`src/rtl/alu_exec_unit.sv`:
```
`default_nettype none
// ============================================================================
//  Module      : alu_exec_unit
//  Description : Execution-stage ALU. Single-cycle logic/arith codes and an
//                iterative shift-add multiply. The result sits in an output
//                register behind a valid/ready handshake so that a stalled
//                writeback path holds the unit.
//  Revision    : 1.0  initial release
// ============================================================================
module alu_exec_unit #(
  parameter int WIDTH = 32,
  parameter int CNT_W = $clog2(WIDTH) + 1
) (
  input  logic             clk,
  input  logic             rst_n,
  input  logic             in_valid,
  output logic             in_ready,
  input  logic [3:0]       alu_ctrl,
  input  logic [WIDTH-1:0] op_a,
  input  logic [WIDTH-1:0] op_b,
  output logic             out_valid,
  input  logic             out_ready,
  output logic [WIDTH-1:0] result,
  output logic             zero,
  output logic             illegal
);

  // ALU control encodings
  localparam logic [3:0] C_ALU_AND = 4'b0000;
  localparam logic [3:0] C_ALU_OR  = 4'b0001;
  localparam logic [3:0] C_ALU_ADD = 4'b0010;
  localparam logic [3:0] C_ALU_SUB = 4'b0110;
  localparam logic [3:0] C_ALU_SLT = 4'b0111;
  localparam logic [3:0] C_ALU_NOR = 4'b1100;
  localparam logic [3:0] C_ALU_MUL = 4'b1000;

  // The multiply finishes on the edge where the iteration counter holds this.
  localparam logic [CNT_W-1:0] C_LAST_CNT = CNT_W'(WIDTH - 1);

  typedef enum logic [0:0] {
    S_IDLE = 1'b0,
    S_MUL  = 1'b1
  } state_t;

  state_t           r_state;
  state_t           w_state_next;

  logic [WIDTH-1:0] r_mcand;
  logic [WIDTH-1:0] r_mplier;
  logic [WIDTH-1:0] r_acc;
  logic [CNT_W-1:0] r_count;

  logic [WIDTH-1:0] w_mcand_next;
  logic [WIDTH-1:0] w_mplier_next;
  logic [WIDTH-1:0] w_acc_next;
  logic [CNT_W-1:0] w_count_next;

  logic             w_out_valid_next;
  logic [WIDTH-1:0] w_result_next;
  logic             w_zero_next;
  logic             w_illegal_next;

  logic             w_accept;
  logic             w_is_mul;
  logic             w_slt;
  logic [WIDTH-1:0] w_op_res;
  logic             w_op_illegal;
  logic [WIDTH-1:0] w_acc_step;
  logic             w_mul_last;

  // A new request is only taken when idle and the output slot is free or
  // being drained on this same edge.
  assign in_ready = (r_state == S_IDLE) && (!out_valid || out_ready);
  assign w_accept = in_valid && in_ready;
  assign w_is_mul = (alu_ctrl == C_ALU_MUL);
  assign w_slt    = $signed(op_a) < $signed(op_b);

  // Single-cycle result and illegal-code detection for the incoming request.
  always_comb begin
    w_op_res     = '0;
    w_op_illegal = 1'b0;
    case (alu_ctrl)
      C_ALU_AND: w_op_res = op_a & op_b;
      C_ALU_OR:  w_op_res = op_a | op_b;
      C_ALU_ADD: w_op_res = op_a + op_b;
      C_ALU_SUB: w_op_res = op_a - op_b;
      C_ALU_SLT: w_op_res = {{(WIDTH-1){1'b0}}, w_slt};
      C_ALU_NOR: w_op_res = ~(op_a | op_b);
      C_ALU_MUL: w_op_res = '0;
      default:   w_op_illegal = 1'b1;
    endcase
  end

  // One shift-add step: accumulate the shifted multiplicand when the current
  // multiplier LSB is set. Only the low WIDTH bits of the product are kept.
  assign w_acc_step = r_acc + (r_mplier[0] ? r_mcand : '0);
  assign w_mul_last = (r_count == C_LAST_CNT);

  // Next-state, datapath and output-register next values.
  always_comb begin
    w_state_next     = r_state;
    w_mcand_next     = r_mcand;
    w_mplier_next    = r_mplier;
    w_acc_next       = r_acc;
    w_count_next     = r_count;
    w_out_valid_next = out_valid;
    w_result_next    = result;
    w_zero_next      = zero;
    w_illegal_next   = illegal;

    case (r_state)
      S_IDLE: begin
        if (w_accept) begin
          if (w_is_mul) begin
            // Any previous result is being drained on this edge (or the slot
            // was already empty), so the output goes invalid while iterating.
            w_mcand_next     = op_a;
            w_mplier_next    = op_b;
            w_acc_next       = '0;
            w_count_next     = '0;
            w_out_valid_next = 1'b0;
            w_state_next     = S_MUL;
          end else begin
            // Illegal codes produce result 0, so zero follows naturally.
            w_result_next    = w_op_res;
            w_zero_next      = (w_op_res == '0);
            w_illegal_next   = w_op_illegal;
            w_out_valid_next = 1'b1;
          end
        end else if (out_valid && out_ready) begin
          w_out_valid_next = 1'b0;
        end
      end

      S_MUL: begin
        w_acc_next    = w_acc_step;
        w_mcand_next  = r_mcand << 1;
        w_mplier_next = r_mplier >> 1;
        w_count_next  = r_count + CNT_W'(1);
        if (w_mul_last) begin
          w_result_next    = w_acc_step;
          w_zero_next      = (w_acc_step == '0);
          w_illegal_next   = 1'b0;
          w_out_valid_next = 1'b1;
          w_state_next     = S_IDLE;
        end
      end

      default: begin
        w_state_next = S_IDLE;
      end
    endcase
  end

  // State register; reset aborts any multiply in flight.
  always_ff @(posedge clk or negedge rst_n) begin
    if (!rst_n) begin
      r_state <= S_IDLE;
    end else begin
      r_state <= w_state_next;
    end
  end

  // Multiply working registers.
  always_ff @(posedge clk or negedge rst_n) begin
    if (!rst_n) begin
      r_mcand  <= '0;
      r_mplier <= '0;
      r_acc    <= '0;
      r_count  <= '0;
    end else begin
      r_mcand  <= w_mcand_next;
      r_mplier <= w_mplier_next;
      r_acc    <= w_acc_next;
      r_count  <= w_count_next;
    end
  end

  // Output register and its valid flag.
  always_ff @(posedge clk or negedge rst_n) begin
    if (!rst_n) begin
      out_valid <= 1'b0;
      result    <= '0;
      zero      <= 1'b0;
      illegal   <= 1'b0;
    end else begin
      out_valid <= w_out_valid_next;
      result    <= w_result_next;
      zero      <= w_zero_next;
      illegal   <= w_illegal_next;
    end
  end

endmodule
`default_nettype wire

```
`config.mk`:
```
export PLATFORM = sky130hd
export DESIGN_NAME = alu_exec_unit
export DESIGN_NICKNAME = d
export VERILOG_FILES = /design/src/rtl/alu_exec_unit.sv
export SDC_FILE = /design/constraint.sdc
export NUM_CORES = 1
export LEC_CHECK = 0
export CAP_MARGIN = 20
export CELL_PAD_IN_SITES_DETAIL_PLACEMENT = 1
export CELL_PAD_IN_SITES_GLOBAL_PLACEMENT = 1
export CORE_MARGIN = 1.5
export CORE_UTILIZATION = 42
export CTS_CLUSTER_SIZE = 16
export DETAILED_ROUTE_END_ITERATION = 12
export HOLD_SLACK_MARGIN = 0.1
export PLACE_DENSITY = 0.77
export SKIP_CTS_REPAIR_TIMING = 1
export SKIP_LAST_GASP = 1
export SLEW_MARGIN = 10
export SYNTH_ARGS = -nofsm -noshare
export SYNTH_HDL_FRONTEND = slang
export SYNTH_SLANG_ARGS = --single-unit
```
`constraint.sdc`:
```
create_clock -name clk -period 5.2 [get_ports clk]
set_input_delay 0.78 -clock clk [delete_from_list [all_inputs] [get_ports clk]]
set_output_delay 0.78 -clock clk [all_outputs]
set_load 0.02 [all_outputs]
```
==> key figures <==
Clock tree
  • CTS sink cnt: 138
  • CTS buffer count: 17
  • Worst-Skew Late Latency: 0.47 ns
  • H-tree Lvls: 4
  • CTS Root Cell: clkbuf_16
  • CTS tree: yes
  • Worst-path clk slew: 0.07 ns
  • Clock Path Buffers: 2

Critical path
  • Critical path peak fanout: 15
  • Reg-to-reg startpoint: r_mplier[0]$_DFFE_PN0P_
  • R2r setup slk: 0.70 ns
  • Critical Path Max Stage Delay: 0.62 ns
  • Crit. End Element: flop
  • Crit path required time: 5.60 ns
  • Worst Path Arrival: 5.21 ns
  • Crit path launch type: primary input
  • Crit-path slowest cell: ha_1
  • RR Endpoint: zero$_DFFE_PN0P_
  • Crit-path cells: clkdlybuf4s50_1 -> inv_1 -> ha_1 -> nor3b_1 -> nor4_1 -> o311ai_0 -> o21ai_0 -> o21bai_1 -> a221oi_1 -> o2bb2ai_1 -> nor4b_1 -> nor4b_2 -> and4b_1 -> a32o_1 -> a31o_1
  • Number of buffers and inverters on the critical path: 2
  • Setup Crit Path Kind: in2reg
  • Delay-heaviest family, CP: compound AO/OA/AOI/OAI gates
  • Reg2reg path depth: 14

STA
  • Total Neg Setup Slack: 0 ns
  • Finish-stage setup viols: 0
  • Slew Limit Headroom: 0.423
  • Max frequency: 208 MHz
  • RSZ-0062 raised after global routing: no
  • Worst Skew: 0.0132 ns
  • Pins over their slew limit: 0
  • Worst-Margin Slew: 0.843 ns
  • Final period utilization: 0.925
  • Final worst path period need: 4.81 ns
  • Final hold vios: 0

Finish
  • Post-layout util: 0.502
  • Post-Layout Cell Count: 2291
  • Share of cells above drive strength 1: 0.0900
  • Register area: 3460 um2
  • Nets: 2091
  • Layout area overhead: 16.9%
  • Multi-input gate area: 9370 um2
  • # fillers: 3913
  • Ant. Diodes: 0
  • Leading cell type in the layout, fill and taps excluded: nand2_1
  • Most frequent cells in the layout: nand2_1 (212), o21ai_0 (178), a21oi_1 (167), nor2_1 (157), ha_1 (140)

Hold path
  • Type of the worst min-delay path: in2async

Yosys
  • Cells after synthesis: 1791
  • Post-synth top area share: 0.253
  • Main synth FF type: dfrtp_1
  • Post-synthesis async set-or-reset flop share: 1.00
  • Post-synth EDFFs: 0
  • Synth Register Bits: 138
  • Largest cells by area after synthesis: dfrtp_1 (25%), ha_1 (13%), o21ai_0 (6.5%), a21oi_1 (6.1%), nand2_1 (5.9%)
  • Syn nets: 2006
  • Register area share after synthesis: 0.253
  • Mapped Area: 13600 um2
  • Synth unique cells: 96
  • Synthesized area per cell: 7.61 um2
  • Synth Warn #: 0
  • Synth area leader: dfrtp_1

Global route
  • Vias in the first global route: 14900
  • GRT overflow: 0
  • Initial antenna violation count: 0
  • Global-route wire length before repair: 85000 um
  • Largest net degree at the start of global routing: 94
  • Total global-route track usage: 0.330

Placement
  • IO buf count: 107
  • Placed cell count: 2258
  • GPL Wtd Cong: 0.984
  • DP HPWL: 41500 um

Power
  • Pwr Density: 342 nW/um2
  • Peak VDD IR: 251 uV
  • Pleak: 7.20 nW

Floorplanning
  • Core ar.: 31700 um2
  • Die X: 183 um
  • Row count: 65
  • Die height: 183 um
  • Initial Util: 0.430
  • Top-level I/O count: 108
  • Die ar.: 33500 um2

Drt
  • Final wirelength: 54500 um
  • First-pass DRT Iterations: 5
  • DRC Markers: 0
  • DR vias/cell: 6.21
  • DR vias: 14200
  • Final ANT Viol Nets: 0
  • Routed length per placed instance: 23.8 um
  • Initial DRC Count: 904

Job
  • Max-cap violations: 0

Run status
  • Status: finished, final reports clean
sequential cells by signal, indices dropped and copies added (netlist names):
| register | cells |
|---|---|
| r_state | 1 |
| zero | 1 |
| r_mplier | 32 |
| r_mcand | 32 |
| r_acc | 32 |
| r_count | 6 |
| result | 32 |
| illegal | 1 |
| out_valid | 1 |
worst max path at each step:
| stage | from | endpoint | depth (start not counted) |
|---|---|---|---|
| floorplan | op_a[0] | zero$_DFFE_PN0P_ | 15 |
| global placement | op_a[8] | zero$_DFFE_PN0P_ | 15 |
| detailed placement | op_a[10] | zero$_DFFE_PN0P_ | 15 |
| CTS | op_a[10] | zero$_DFFE_PN0P_ | 15 |
| global route | op_a[10] | zero$_DFFE_PN0P_ | 15 |
| finish | op_a[10] | zero$_DFFE_PN0P_ | 15 |
cells in the mapped netlist (17+ instances only):
library cell,count
inv_1,98
nor3_1,26
and2_1,37
nand3_1,26
nor2_1,158
nor4_1,19
ha_1,140
xnor2_1,23
clkbuf_1,92
a22oi_1,30
a21oi_1,167
mux2_2,17
nand2b_1,19
a211oi_1,17
nand2_1,213
o21ai_0,178
a21o_1,28
o22ai_1,24
dfrtp_1,138
cells by family (layout without fill, tap and decap cells):
| group | count (synthesis) | count (layout) | share of synthesized area |
|---|---|---|---|
| AO/OA/AOI/OAI | 645 | 645 | 0.307 |
| AND/OR/NAND/NOR | 593 | 593 | 0.207 |
| buffers and inverters | 218 | 316 | 0.0616 |
| adder cells (fa/ha/maj) | 143 | 143 | 0.133 |
| multiplexers | 22 | 22 | 0.0177 |
| flip-flops | 138 | 138 | 0.253 |
| XOR/XNOR | 32 | 32 | 0.0206 |
report_power, final:
group	internal (mW)	switching (mW)
registers	1.45	0.295
clock network	0.637	0.617
logic	0.980	1.47
layout make-up:
type | instances | share of cell area
clock inverter | 15 | 0.00926
sequential | 138 | 0.217
timing repair buffer | 181 | 0.104
inverter | 103 | 0.0243
multi-input combinational | 1435 | 0.588
clock buffer | 17 | 0.0267
tap | 402 | 0.0316
routing by layer:
layer	routed length, um	up-vias	track usage
met5	0	-	0
met4	3080	0	0.194
met3	2460	135	0.0407
met2	25600	464	0.548
met1	23300	7007	0.412
li1	-	6632	-
metrics by stage:
step / hold WS, ns / total power, mW / cell area, um2 / worst slack, ns
global placement: 0.462 / 4.09 / 15400 / 0.145
floorplan: 0.452 / 3.19 / 13600 / 1.28
global route: 0.428 / 5.80 / 15900 / 0.0631
CTS: 0.417 / 5.46 / 15900 / 0.507
detailed placement: 0.474 / 4.18 / 15400 / 0.0620
finish: 0.378 / 5.45 / 15900 / 0.390
No activity file was read; power rests on OpenSTA's default activity.
